### src/rtl/axil_pkg.sv
// Shared AXI-lite response codes and read-side state type, also used by the
// write bridge and the arbiter that merges the two channels.
package axil_pkg;

    localparam logic [1:0] RESP_OKAY   = 2'b00;
    localparam logic [1:0] RESP_SLVERR = 2'b10;

    typedef enum logic [1:0] {
        IDLE,
        BUS,
        FLUSH
    } rd_state_t;

endpackage

### src/rtl/axil_rsp_fifo.sv
// Synchronous first-word-fall-through FIFO holding {data, resp} read beats.
// pop_data is valid whenever empty is low; reset empties the FIFO.
module axil_rsp_fifo #(
    parameter int WIDTH   = 34,
    parameter int LGDEPTH = 3
) (
    input  logic               i_clk,
    input  logic               w_reset,
    input  logic               push,
    input  logic [WIDTH-1:0]   push_data,
    input  logic               pop,
    output logic [WIDTH-1:0]   pop_data,
    output logic               empty,
    output logic               full,
    output logic [LGDEPTH:0]   fill
);

    logic [WIDTH-1:0]   mem [0:(1<<LGDEPTH)-1];
    logic [LGDEPTH-1:0] wr_ptr;
    logic [LGDEPTH-1:0] rd_ptr;
    logic               do_push;
    logic               do_pop;

    assign empty    = (fill == '0);
    // fill never exceeds the depth, so its MSB alone marks full
    assign full     = fill[LGDEPTH];
    assign do_push  = push && !full;
    assign do_pop   = pop && !empty;
    assign pop_data = mem[rd_ptr];

    always_ff @(posedge i_clk) begin
        if (w_reset) begin
            wr_ptr <= '0;
            rd_ptr <= '0;
            fill   <= '0;
        end else begin
            if (do_push)
                wr_ptr <= wr_ptr + LGDEPTH'(1);
            if (do_pop)
                rd_ptr <= rd_ptr + LGDEPTH'(1);
            case ({do_push, do_pop})
                2'b10:   fill <= fill + (LGDEPTH+1)'(1);
                2'b01:   fill <= fill - (LGDEPTH+1)'(1);
                default: fill <= fill;
            endcase
        end
    end

    always_ff @(posedge i_clk) begin
        if (do_push)
            mem[wr_ptr] <= push_data;
    end

endmodule

### src/rtl/axilrd2wb_bridge.sv
// AXI-lite read channel to pipelined Wishbone master, with an in-order response
// FIFO so that R-channel backpressure never stalls the bus.
//
//   state | meaning
//   IDLE  | no bus cycle open
//   BUS   | reads strobed or awaiting ack
//   FLUSH | bus error seen; emitting one SLVERR beat per abandoned read
module axilrd2wb_bridge
    import axil_pkg::*;
#(
    parameter int  C_AXI_DATA_WIDTH = 32,
    parameter int  C_AXI_ADDR_WIDTH = 28,
    parameter int  LGFIFO           = 3,
    localparam int DW               = C_AXI_DATA_WIDTH,
    localparam int AW               = C_AXI_ADDR_WIDTH - $clog2(C_AXI_DATA_WIDTH/8)
) (
    input  logic            i_clk,
    input  logic            w_reset,
    input  logic            i_axi_arvalid,
    output logic            o_axi_arready,
    input  logic [AW-1:0]   i_axi_araddr,
    input  logic [2:0]      i_axi_arprot,
    output logic            o_axi_rvalid,
    input  logic            i_axi_rready,
    output logic [DW-1:0]   o_axi_rdata,
    output logic [1:0]      o_axi_rresp,
    output logic            o_wb_cyc,
    output logic            o_wb_stb,
    output logic [AW-1:0]   o_wb_addr,
    output logic [DW/8-1:0] o_wb_sel,
    input  logic            i_wb_ack,
    input  logic            i_wb_stall,
    input  logic            i_wb_err,
    input  logic [DW-1:0]   i_wb_data
);

    localparam logic [LGFIFO:0] DEPTH = {1'b1, {LGFIFO{1'b0}}};
    localparam logic [LGFIFO:0] ONE   = {{LGFIFO{1'b0}}, 1'b1};

    rd_state_t       state;
    logic [LGFIFO:0] credits;
    logic [LGFIFO:0] credits_nxt;
    logic [LGFIFO:0] wb_out;
    logic [LGFIFO:0] wb_out_nxt;
    logic [LGFIFO:0] flush_n;
    logic            stb_nxt;
    logic            accept;
    logic            r_hs;
    logic            issue;
    logic            ack_v;
    logic            err_v;
    logic            fifo_push;
    logic [DW+1:0]   fifo_wdata;
    logic [DW+1:0]   fifo_rdata;
    logic            fifo_empty;
    logic            fifo_full;
    logic [LGFIFO:0] fifo_fill;
    logic            unused_ok;

    assign o_axi_arready = !w_reset && (state != FLUSH) && (credits < DEPTH)
                           && (!o_wb_stb || !i_wb_stall);
    assign accept   = i_axi_arvalid && o_axi_arready;
    assign r_hs     = o_axi_rvalid && i_axi_rready;
    assign issue    = o_wb_stb && !i_wb_stall;
    assign o_wb_cyc = o_wb_stb || (wb_out != '0);
    assign ack_v    = i_wb_ack && o_wb_cyc;
    assign err_v    = i_wb_err && o_wb_cyc;
    assign o_wb_sel = '1;

    assign o_axi_rvalid = !fifo_empty;
    assign o_axi_rdata  = fifo_rdata[DW+1:2];
    assign o_axi_rresp  = fifo_empty ? RESP_OKAY : fifo_rdata[1:0];

    assign unused_ok = &{1'b0, i_axi_arprot, fifo_full, fifo_fill};

    always_comb begin
        credits_nxt = credits;
        case ({accept, r_hs})
            2'b10:   credits_nxt = credits + ONE;
            2'b01:   credits_nxt = credits - ONE;
            default: credits_nxt = credits;
        endcase
        wb_out_nxt = wb_out;
        case ({issue, ack_v})
            2'b10:   wb_out_nxt = wb_out + ONE;
            2'b01:   wb_out_nxt = wb_out - ONE;
            default: wb_out_nxt = wb_out;
        endcase
        stb_nxt = accept || (o_wb_stb && i_wb_stall);
    end

    always_comb begin
        fifo_push  = 1'b0;
        fifo_wdata = {i_wb_data, RESP_OKAY};
        if (state == FLUSH) begin
            fifo_push  = (flush_n != '0);
            fifo_wdata = {{DW{1'b0}}, RESP_SLVERR};
        end else if (ack_v && !err_v) begin
            fifo_push  = 1'b1;
        end
    end

    always_ff @(posedge i_clk) begin
        if (w_reset) begin
            state    <= IDLE;
            o_wb_stb <= 1'b0;
            credits  <= '0;
            wb_out   <= '0;
            flush_n  <= '0;
        end else begin
            credits <= credits_nxt;
            case (state)
                FLUSH: begin
                    if (flush_n <= ONE)
                        state <= IDLE;
                    if (flush_n != '0)
                        flush_n <= flush_n - ONE;
                end
                default: begin
                    if (err_v) begin
                        // an AR taken in the error cycle is never strobed,
                        // so it is answered with SLVERR along with the rest
                        o_wb_stb <= 1'b0;
                        wb_out   <= '0;
                        flush_n  <= wb_out + {{LGFIFO{1'b0}}, o_wb_stb}
                                           + {{LGFIFO{1'b0}}, accept};
                        state    <= FLUSH;
                    end else begin
                        o_wb_stb <= stb_nxt;
                        wb_out   <= wb_out_nxt;
                        state    <= (stb_nxt || (wb_out_nxt != '0)) ? BUS : IDLE;
                    end
                end
            endcase
        end
    end

    always_ff @(posedge i_clk) begin
        if (accept)
            o_wb_addr <= i_axi_araddr;
    end

    axil_rsp_fifo #(
        .WIDTH   (DW + 2),
        .LGDEPTH (LGFIFO)
    ) u_rsp_fifo (
        .i_clk     (i_clk),
        .w_reset   (w_reset),
        .push      (fifo_push),
        .push_data (fifo_wdata),
        .pop       (r_hs),
        .pop_data  (fifo_rdata),
        .empty     (fifo_empty),
        .full      (fifo_full),
        .fill      (fifo_fill)
    );

endmodule

### config.mk
export PLATFORM = sky130hd
export DESIGN_NAME = axilrd2wb_bridge
export DESIGN_NICKNAME = d
export VERILOG_FILES = /design/src/rtl/axil_pkg.sv /design/src/rtl/axil_rsp_fifo.sv /design/src/rtl/axilrd2wb_bridge.sv
export SDC_FILE = /design/constraint.sdc
export NUM_CORES = 1
export LEC_CHECK = 0
export BUFFER_PORTS_ARGS = -buffer_cell sky130_fd_sc_hd__buf_2
export CAP_MARGIN = 30
export CELL_PAD_IN_SITES_DETAIL_PLACEMENT = 1
export CELL_PAD_IN_SITES_GLOBAL_PLACEMENT = 2
export CORE_ASPECT_RATIO = 0.7
export CORE_MARGIN = 5
export CORE_UTILIZATION = 42
export CTS_BUF_LIST = sky130_fd_sc_hd__clkbuf_8
export DETAILED_ROUTE_END_ITERATION = 10
export PLACE_DENSITY_LB_ADDON = 0.1
export SETUP_SLACK_MARGIN = 0.4
export SLEW_MARGIN = 40
export SYNTH_ARGS = -nofsm -noshare
export SYNTH_HDL_FRONTEND = slang
export SYNTH_SLANG_ARGS = --single-unit
### constraint.sdc
create_clock -name i_clk -period 6.1 [get_ports i_clk]
set_input_delay 0 -clock i_clk [delete_from_list [all_inputs] [get_ports i_clk]]
set_output_delay 0 -clock i_clk [all_outputs]
set_load 0.01 [all_outputs]
==> metrics.cfg, run 1 <==
[finish]
seqCellArea_sq_um=9280
n_antenna_cell=0
final_cell_mix=edfxtp_1 (290), buf_2 (127), mux4_2 (66), dlygate4sd3_1 (64), clkbuf_8 (50)
layout-drive-gt1-share_pct=34.5
fin_util_pct=51.1
fillers=2816
layout.nets=961
multi_input_area_sq_um=3160
syn_to_final_growth_pct=21.0
final_common_cell=edfxtp_1

[cts]
clkTransAtPathRegs_ns=0.07
clockRootBuffer=clkbuf_8
clock-sinks=318
ctsResizeCount=0
cts.htree.levels=2
post-cts-setup-buffers=0
clk_latency_ns=0.58
clk_path_buf_depth=3
cts-buffers-inserted=49
cts_tree=built

[worst_setup_path]
critPathMaxFanout=42
r2r_setup_slack_ns=1.85
cp_top_family=buffers and inverters
cp-start-kind=flip-flop
crit_end=flush_n[0]
end_kind=flip-flop
slowest_stage=a2111oi_0
crit_start=state[0]
r2r_start=state[0]
reg2reg_depth=11
slowest_delay_ns=0.71
cp_common_cell=buf_4
crit_required_ns=6.54
path_cells=nand2b_2, buf_4, clkinv_1, a2111oi_0, nand2_1, inv_1, buf_4, fa_1, nand4_1, a21oi_1, dlygate4sd3_1
crit_cells=11
timing.critical_path.buf_inv=5
arrival_ns=4.69
worst-setup-path-type=reg2reg
reg2reg_to=flush_n[0]

[routing]
drtPass1Iterations=5
num_vias=6748
drc=0
final_antenna_net_count=0
wl_per_cell_microns=22.2
drt_wl_total_microns=28700
via_per_inst=5.21
drt_iter0_drc=425

[power]
ir_drop_mv=0.183
p_per_area_nw_per_um2=342
p_clk_share_pct=29.7
power_frac_seq_pct=51.0
combinationalPowerShare_pct=19.2
intPower_mw=3.79
p_leak_nw=5.15
p_sw_share_pct=27.2
total_power_mw=5.21
p_switching_mw=1.42

[synthesis]
syn_avg_cell_area_sq_um=19.4
post-synth-top-area-cell=edfxtp_1
synth.top_cell.area_share_pct=69.2
syn_inst=648
synth.area.top_cells=edfxtp_1 (69%), mux4_2 (12%), dfxtp_1 (4.5%)
synthArstFlopShare_pct=0
syn_area_sq_um=12600
ys.flop_type=edfxtp_1
ys_warn_count=0
synth_edf_count=290
yosysSeqAreaShare_pct=73.7
synth-seq-cells=318
synth_cell_types=50

[sta]
hold_viol=0
worst_pin_slew_ns=0.732
rsz0062_at_grt=false
finClkSkew_ns=0.0259
fin_setup_tns_ns=0
fin_crit_sh_pct=69.7
finalSetupViolations=0
fmax_mhz=235
holdWs_ns=0.0688
slew_headroom_pct=51.0
finalCriticalPeriod_ns=4.25
drv_slew=0
worst_slack_ns=1.85

[run]
cap_violations=0

[global_routing]
track_usage_pct=17.3
overflow=0
grt_pass1_vias=7431
grt_start_max_net_pins=43
antenna_found_initial=0
grt_pass1_wl_microns=44500

[floorplanning]
fp.dieH_microns=155
start_util_pct=42.2
core_area_sq_um=29800
num_io_pins=136
die_x_microns=217
design.die.area_sq_um=33600
rows=53

[status]
status=complete, no violations

[place]
place_congestion=0.715
place_ws_ns=2.05
dp_hpwl_microns=16700
numPortBuffers=127

[worst_hold_path]
min-delay-path-class=in2reg

==> Yosys cell counts (5+ instances only) <==
master      n
edfxtp_1  290
mux4_2     66
and2_1     36
mux2_2     33
dfxtp_1    28
nor2_1     26
a21oi_1    20
clkbuf_1   15
ha_1       14
inv_1      14
o21ai_0    10
buf_2       9
xor2_1      9
nand2_1     7
xnor2_1     6
buf_4       5
==> flip-flops by register name, indices dropped and copies added (netlist names), named ones only <==
signal,count
u_rsp_fifo.mem,264
o_wb_addr,26
credits,4
flush_n,4
u_rsp_fifo.fill,4
wb_out,4
u_rsp_fifo.rd_ptr,3
u_rsp_fifo.wr_ptr,3
state,2
o_wb_stb,1
==> kinds of logic after synthesis <==
group | synth area share, %
AND/OR/NAND/NOR | 4.43
XOR/XNOR | 1.04
multiplexers | 14.9
AO/OA/AOI/OAI | 2.21
other | 0.0597
buffers and inverters | 1.76
flip-flops | 73.7
adder cells (fa/ha/maj) | 1.87
==> repair_timing <==
item | 4_1_cts | 5_1_grt
endpoints found under the hold margin | 306 | 0
hold buffers | 64 | 0
endpoints found under the setup margin | 0 | 0
==> worst reg2reg max path: cells and delay by family (launching register included) <==
family | cells | cell delay, ns
simple gates | 3 | 0.46
compound gates | 2 | 0.78
buf+inv | 5 | 2.10
fa+ha+maj | 1 | 0.48
flops | 1 | 0.32
==> layout make-up <==
cell class,instances,area share [%]
clock inverters,34,0.905
clock buffers,50,4.52
well taps,385,3.17
multi-input cells,284,20.8
inverters,16,0.395
flip-flops and latches,318,61.0
repair buffers,207,9.26
==> per-layer routing <==
layer | track usage, % | share of wire (%)
met5 | 0 | 0
met3 | 3.23 | 4.0
met4 | 4.54 | 1.8
met2 | 28.6 | 49
met1 | 24.1 | 45
==> per-stage QoR <==
| stage | cell area (sq um) | cells |
|---|---|---|
| after CTS | 15200 | 1294 |
| after global routing | 15200 | 1294 |
| after global placement | 13700 | 1145 |
| after detailed placement | 13700 | 1146 |
| after floorplan | 12600 | 651 |
| final | 15200 | 1294 |
==> worst min-delay path by stage <==
stage	slack, ns	depth (start not counted)	start	end
finish	0.07	4	i_axi_rready	u_rsp_fifo.rd_ptr[0]
global route	0.05	4	i_axi_rready	u_rsp_fifo.rd_ptr[0]
global placement	0.18	1	i_axi_araddr[20]	o_wb_addr[20]
floorplan	0.09	1	w_reset	o_axi_arready
detailed placement	0.18	1	i_axi_araddr[11]	o_wb_addr[11]
CTS	0.03	4	i_axi_rready	u_rsp_fifo.rd_ptr[0]
==> power by group through the flow <==
stage | Sequential [mW] | Combinational [mW] | Clock (mW)
after floorplan | 2.65 | 0.706 | 0
after global placement | 2.70 | 0.938 | 0
after detailed placement | 2.71 | 0.981 | 0
after CTS | 2.66 | 1.02 | 1.61
after global routing | 2.68 | 1.10 | 1.72
final | 2.66 | 1.00 | 1.55
Power figures use the tool's default switching activity.
==> inputs of run 2 (changes only) <==
==> constraint.sdc (replaced) <==
create_clock -name i_clk -period 4.15 [get_ports i_clk]
set_input_delay 0 -clock i_clk [delete_from_list [all_inputs] [get_ports i_clk]]
set_output_delay 0 -clock i_clk [all_outputs]
set_load 0.01 [all_outputs]
==> run 2 against run 1 <==
Against the previous run: clock power is 50% higher; register-to-register slack worse by 1.0 ns; flip-flop and latch count is the same; largest cell class unchanged; highest routed layer unchanged; largest power group unchanged; critical path depth fell by 1.
==> metrics.cfg, run 2 (same netlist as run 1, synthesis figures left out) <==
[status]
status=complete, no violations

[place]
numPortBuffers=127
post_dp_cell_area_sq_um=13900
place_congestion=0.744
dp_hpwl_microns=16300

[sta]
rsz0062_at_grt=false
finalCriticalPeriod_ns=3.35
fin_crit_sh_pct=80.7
hold_viol=0
drv_slew=0
fmax_mhz=299
slew_headroom_pct=53.1
finalSetupViolations=0
fin_setup_tns_ns=0
worst_pin_slew_ns=0.702
finClkSkew_ns=0.0242

[worst_setup_path]
cp-start-kind=flip-flop
crit_required_ns=4.59
critPathMaxFanout=27
cp_top_family=buffers and inverters
arrival_ns=3.79
end_kind=flip-flop
path_cells=nand2b_2, clkinv_1, a2111oi_0, nand2_1, inv_1, buf_4, fa_1, nand4_1, a21oi_1, dlygate4sd3_1
slowest_stage=a2111oi_0
slowest_delay_ns=0.59
timing.critical_path.buf_inv=4
worst-setup-path-type=reg2reg

[run]
cap_violations=0

[routing]
final_antenna_net_count=0
drt_wl_total_microns=27800
wl_per_cell_microns=21.4
drt_iter0_drc=365
drc=0
num_vias=6658
via_per_inst=5.12
drtPass1Iterations=4

[cts]
clkTransAtPathRegs_ns=0.06
clk_latency_ns=0.57
clock-sinks=318
cts_tree=built
cts-buffers-inserted=50
post-cts-setup-buffers=0
cts.htree.levels=2
clockRootBuffer=clkbuf_8
clk_path_buf_depth=3

[finish]
syn_to_final_growth_pct=22.3
largest_register=u_rsp_fifo.mem
final_area_sq_um=15400
layout-drive-gt1-share_pct=34.8
largest_reg_flops=264
fillers=2766
layout.nets=966
seqCellArea_sq_um=9280
final_common_cell=edfxtp_1
reg_top3=u_rsp_fifo.mem: 264 flops, o_wb_addr: 26 flops
final_cell_mix=edfxtp_1 (290), buf_2 (127), mux4_2 (66), dlygate4sd3_1 (64), clkbuf_8 (53)
multi_input_area_sq_um=3200
fin_util_pct=51.7
n_antenna_cell=0

[global_routing]
grt_start_max_net_pins=42
grt_pass1_vias=7335
overflow=0
track_usage_pct=16.7
antenna_found_initial=0
grt_pass1_wl_microns=43000

[power]
ir_drop_mv=0.236
p_leak_nw=5.24
p_per_area_nw_per_um2=502

[floorplanning]
design.die.area_sq_um=33600
num_io_pins=136
die_x_microns=217
rows=53
fp.dieH_microns=155
core_area_sq_um=29800
start_util_pct=42.2

[worst_hold_path]
min-delay-path-class=in2reg

## run 2: changes by cell type in the layout (fill, tap and decap cells not counted), sizes merged
cell,before,now
clkinv,21,10
clkbuf,50,53
buf,143,147
inv,29,40
## run 2: cell type report
class,count,area share (%)
repair buffers,211,9.76
flip-flops and latches,318,60.3
well taps,385,3.13
clock inverters,34,0.879
clock buffers,53,4.74
multi-input cells,284,20.8
inverters,16,0.390
## run 2: layer usage
layer | up-vias | routed length [microns] | track usage (%) | share of wire, %
met5 | - | 0 | 0 | 0
met4 | 0 | 443 | 4.00 | 1.6
met3 | 43 | 1020 | 3.52 | 3.7
li1 | 3032 | - | - | -
met1 | 3460 | 12300 | 22.4 | 44
met2 | 123 | 14100 | 28.5 | 51
## run 2: metrics by stage
stage / cells / total power, mW / setup slack, ns / hold WS (ns)
after detailed placement: 1150 / 5.45 / 0.999 / 0.179
final: 1301 / 7.72 / 0.803 / 0.0557
after global placement: 1147 / 5.37 / 1.04 / 0.178
after CTS: 1301 / 7.87 / 0.735 / 0.0154
after floorplan: 651 / 4.94 / 0.654 / 0.0886
after global routing: 1301 / 8.16 / 0.555 / 0.0578
## run 2: timing repair
item                      4_1_cts  5_1_grt
hold endpoints to repair      306        0
gates resized for setup         0        0
hold buffers                   64        0
## run 2: report_power, final
part           total, mW  internal, mW  switching [mW]
Clock               2.33          1.17            1.16
Combinational       1.51         0.724           0.786
Sequential          3.89          3.76           0.121
## run 2: path summary, 6_finish.rpt
kind | start | endpoint | slack [ns] | cells after the start
setup / recovery | state[0] | flush_n[0] | 0.80 | 10
setup reg to reg | state[0] | flush_n[0] | 0.80 | 10
hold / removal | i_axi_rready | flip-flop | 0.06 | 4
hold reg to reg | flush_n[1] | flush_n[1] | 0.49 | 2
## run 2: worst register-to-register path, delay by kind of cell (launching register included)
| family | cells | cell delay (ns) |
|---|---|---|
| AO/OA/AOI/OAI | 2 | 0.66 |
| adder cells (fa/ha/maj) | 1 | 0.48 |
| buffers and inverters | 4 | 1.38 |
| flip-flops | 1 | 0.29 |
| AND/OR/NAND/NOR | 3 | 0.43 |
